$ cat config.mk
export PLATFORM = sky130hd
export DESIGN_NAME = apb_cmd_master
export DESIGN_NICKNAME = d
export VERILOG_FILES = /design/src/rtl/apb_cmd_master.sv
export SDC_FILE = /design/constraint.sdc
export NUM_CORES = 1
export LEC_CHECK = 0
export CORE_UTILIZATION = 40
export DETAILED_ROUTE_END_ITERATION = 12
export PLACE_DENSITY = 0.8
export SETUP_SLACK_MARGIN = 0.5
export SLEW_MARGIN = 10
export SYNTH_ARGS = -nofsm -noshare
export SYNTH_HDL_FRONTEND = slang
export SYNTH_SLANG_ARGS = --single-unit
$ cat constraint.sdc
create_clock -name RegClk -period 2.7 [get_ports RegClk]
set_input_delay 0.81 -clock RegClk [delete_from_list [all_inputs] [get_ports RegClk]]
set_output_delay 0.81 -clock RegClk [all_outputs]
set_load 0.05 [all_outputs]
$ cat src/rtl/apb_cmd_master.sv
// APB3 initiator: converts a valid/ready command stream into single APB transfers
// and returns read data / error status on a valid/ready response stream.
module apb_cmd_master #(
    parameter int ADDR_WIDTH     = 8,
    parameter int TIMEOUT_CYCLES = 16
) (
    input  logic                  RegClk,
    input  logic                  RegReset,
    input  logic                  cmd_valid,
    output logic                  cmd_ready,
    input  logic                  cmd_write,
    input  logic [ADDR_WIDTH-1:0] cmd_addr,
    input  logic [31:0]           cmd_wdata,
    output logic                  rsp_valid,
    input  logic                  rsp_ready,
    output logic [31:0]           rsp_rdata,
    output logic                  rsp_err,
    output logic                  rsp_timeout,
    output logic                  busy,
    output logic                  PSEL,
    output logic                  PENABLE,
    output logic                  PWRITE,
    output logic [ADDR_WIDTH-1:0] PADDR,
    output logic [31:0]           PWDATA,
    input  logic [31:0]           PRDATA,
    input  logic                  PREADY,
    input  logic                  PSLVERR
);

    localparam int CNT_W = (TIMEOUT_CYCLES > 0) ? $clog2(TIMEOUT_CYCLES + 1) : 1;
    localparam logic [CNT_W-1:0] CNT_LAST = CNT_W'((TIMEOUT_CYCLES > 0) ? TIMEOUT_CYCLES - 1 : 0);

    typedef enum logic [1:0] {IDLE, SETUP, ACCESS, RESP} state_t;

    state_t           state;
    logic [CNT_W-1:0] wait_cnt;

    always_ff @(posedge RegClk) begin
        if (RegReset) begin
            state       <= IDLE;
            wait_cnt    <= '0;
            cmd_ready   <= 1'b1;
            busy        <= 1'b0;
            PSEL        <= 1'b0;
            PENABLE     <= 1'b0;
            PWRITE      <= 1'b0;
            PADDR       <= '0;
            PWDATA      <= '0;
            rsp_valid   <= 1'b0;
            rsp_rdata   <= '0;
            rsp_err     <= 1'b0;
            rsp_timeout <= 1'b0;
        end else begin
            case (state)
                IDLE: begin
                    if (cmd_valid) begin
                        state     <= SETUP;
                        wait_cnt  <= '0;
                        cmd_ready <= 1'b0;
                        busy      <= 1'b1;
                        PSEL      <= 1'b1;
                        PENABLE   <= 1'b0;
                        PWRITE    <= cmd_write;
                        PADDR     <= cmd_addr;
                        PWDATA    <= cmd_wdata;
                    end
                end
                SETUP: begin
                    state   <= ACCESS;
                    PENABLE <= 1'b1;
                end
                ACCESS: begin
                    if (PREADY) begin
                        state       <= RESP;
                        PSEL        <= 1'b0;
                        PENABLE     <= 1'b0;
                        rsp_valid   <= 1'b1;
                        rsp_rdata   <= PWRITE ? 32'h0 : PRDATA;
                        rsp_err     <= PSLVERR;
                        rsp_timeout <= 1'b0;
                    end else if (TIMEOUT_CYCLES != 0 && wait_cnt == CNT_LAST) begin
                        // Hung slave: abandon the transfer and report it as an error.
                        state       <= RESP;
                        PSEL        <= 1'b0;
                        PENABLE     <= 1'b0;
                        rsp_valid   <= 1'b1;
                        rsp_rdata   <= 32'h0;
                        rsp_err     <= 1'b1;
                        rsp_timeout <= 1'b1;
                    end else begin
                        wait_cnt <= wait_cnt + 1'b1;
                    end
                end
                RESP: begin
                    // Retiring a response and accepting a command never share a cycle.
                    if (rsp_ready) begin
                        state     <= IDLE;
                        rsp_valid <= 1'b0;
                        cmd_ready <= 1'b1;
                        busy      <= 1'b0;
                    end
                end
                default: state <= IDLE;
            endcase
        end
    end

endmodule

==> run summary <==
Io pins: 159
Iter 0 DRT Violations: 158
Number of setup buffers added after CTS: 0
Initial core utilization: 0.411
Worst r2r path cells: 6
IO buf count: 158
Setup CP Type: in -> reg
First-pass GRT wire length: 14200 µm
Max-slew violation count: 0
Worst endpoint required time: 2.97 ns
Clock-pin slew on the worst setup and hold paths: 0.09 ns
Grt ovf: 0
Hpwl dp: 6000 µm
H-tree depth: 3
Root Buffer: clkbuf_8
Worst path top cell family by delay: compound AO/OA/AOI/OAI gates
Worst-margin pin slew: 0.576 ns
Tcrit/Tclk final: 0.790
Fillers: 667
VDD IR-drop max: 393 µV
Vias in the first global route: 3124
Routed WL: 8600 µm
Outcome: finished, final reports clean
Gate Count Post-Synth: 368
Max Freq: 0.469 GHz
WL/cell: 13.8 µm
Tot Pwr: 4.13 mW
Synth unique cells: 30
TritonCTS Buffers: 9
Die Height: 90.9 µm
P&R area growth vs syn: 56.6%
Worst path slowest cell: or4_1
WP depth: 4
Share of the synthesized area in the top cell type: 0.551
Post-synth EDFFs: 0
Delay of the slowest critical-path stage: 0.52 ns
Worst skew pair latency: 0.34 ns
Yosys Warn Count: 0
Leak pwr: 2.18 nW
Reg2Reg Capture Point: wait_cnt[3]
Avg Synthesized Cell Area: 8.60 µm²
MaxCap Viol Count: 0
GPL Wtd Cong: 0.769
Async SR Flop Fraction: 0
CP startpoint kind: input port
Hold path cells: 2
CTS hold repair buffers: 0
Clock Path Buffers: 2
Commonest non-fill, non-tap cell in the layout: dfxtp_1
Crit-path cells: clkdlybuf4s50_1, o21a_1, or4_1, a221oi_2
Initial antenna violation count: 0
Die Area: 0.00827 mm²
Worst reg2reg setup slack: 0.60 ns
Largest net degree at the start of global routing: 53
Post-route ant nets: 0
Final Hold Fails: 0
Vias/cell: 5.02
Setup TNS: 0 ns
HP Class: reg -> reg
CP Max Fanout: 11
R2r startpoint: wait_cnt[0]
Unrepaired setup endpoints after global routing: no
Die width: 90.9 µm
PD cells: 833 mW/mm²
Sink Count: 87
Crit. End Element: register
Core area: 0.00769 mm²
Hold_ws: 0.454 ns
Skew final: 0.00802 ns
Hold Path Origin: PWDATA[1]
Final core utilization: 0.644
WP data arrival: 2.40 ns
Post-Place Worst Slack: 0.196 ns
DRT Pass-1 Iters: 6
Row count: 32
Post-route worst setup slack: 0.567 ns
WP buf/inv: 1
Final setup fails: 0
FF+latch count, synth: 87
Sequential area share after synthesis: 0.551
Syn_nets: 453
DRC Markers: 0
Diode count: 0
Post-synth top area cell: dfxtp_1
Hold EP: PWDATA[1]
Synth Flop Type: dfxtp_1
Largest cells by area after synthesis: dfxtp_1 (55%), nand2_1 (10%), a21oi_1 (8.1%)
Gr usage total: 0.212
CTS tree: yes
Worst slew margin: 0.605
Crit path time final: 2.13 ns
Synth Cell Area: 0.00316 mm²
Fin nets: 602
Vias: 3134
Layout cell share with drive strength beyond 1: 0.0517
Most frequent cells in the layout: dfxtp_1 (87), nand2_1 (85), dlygate4sd2_1 (80)
[registers in the layout, indices dropped and copies added (netlist names)]
register,cells
rsp_valid,1
PSEL,1
PWDATA,32
busy,1
PENABLE,1
wait_cnt,5
cmd_ready,1
PWRITE,1
state,2
PADDR,8
rsp_timeout,1
rsp_rdata,32
rsp_err,1
[power breakdown]
| part | internal, mW | total (mW) | switching [mW] |
|---|---|---|---|
| sequential | 1.47 | 1.56 | 0.0955 |
| clock | 0.458 | 0.935 | 0.477 |
| combinational | 0.505 | 1.63 | 1.12 |
[Yosys cell counts, drive strengths merged, types with 2 or more instances]
library cell and count:
a21oi 51, a221oi 2, a22oi 32, buf 5, clkbuf 23, dfxtp 87
ha 6, inv 6, nand2 85, nand2b 2, nor2 34, nor2b 2
nor3 2, o21ai 7, o21bai 3, o31ai 5, or4 6
[per-layer routing]
metal,GRT usage,up-vias,part of all wire
met5,0,-,0
met4,0.102,0,0.025
met3,0.0598,18,0.083
met2,0.357,122,0.47
met1,0.246,1445,0.42
li1,-,1549,-
[what timing repair did]
| action | in CTS | in global routing |
|---|---|---|
| hold endpoints to repair | 0 | 0 |
| endpoints found under the setup margin | 80 | 0 |
| resized for setup | 80 | 0 |
[metrics by stage]
stage / cell area (µm²) / instances
detailed placement: 4850 / 608
global placement: 4850 / 608
CTS: 4950 / 624
global route: 4950 / 624
floorplan: 3160 / 368
finish: 4950 / 624
[how the worst max path moves through the flow]
stage           startpoint           to
3_5_place_dp        PREADY  wait_cnt[3]
4_1_cts             PREADY  wait_cnt[3]
6_report            PREADY  wait_cnt[3]
5_1_grt          cmd_valid  wait_cnt[2]
3_3_place_gp        PREADY  wait_cnt[3]
2_1_floorplan  wait_cnt[0]  wait_cnt[2]
[worst min-delay path, cell delays in order, from the launching register on]
cell and delay [ns]:
dfxtp_1 0.32, nand2_1 0.05, a21oi_1 0.05
[cell type report]
| type | instances | area (µm²) | share of cell area |
|---|---|---|---|
| tap | 102 | 128 | 0.0258 |
| clock buffer | 10 | 138 | 0.0278 |
| timing repair buffer | 166 | 1560 | 0.315 |
| multi-input combinational | 247 | 1290 | 0.261 |
| inverter | 6 | 22.5 | 0.00455 |
| clock inverter | 6 | 68.8 | 0.0139 |
| sequential | 87 | 1740 | 0.352 |
[cell families (layout without fill, tap and decap cells)]
family	after synthesis	count (layout)	synth area share
compound gates	102	102	0.199
fa+ha+maj	6	6	0.0237
buf+inv	34	188	0.0419
flops	87	87	0.551
mux	1	1	0.00316
simple gates	138	138	0.182
Note: power is estimated with default switching activity, not from simulation.
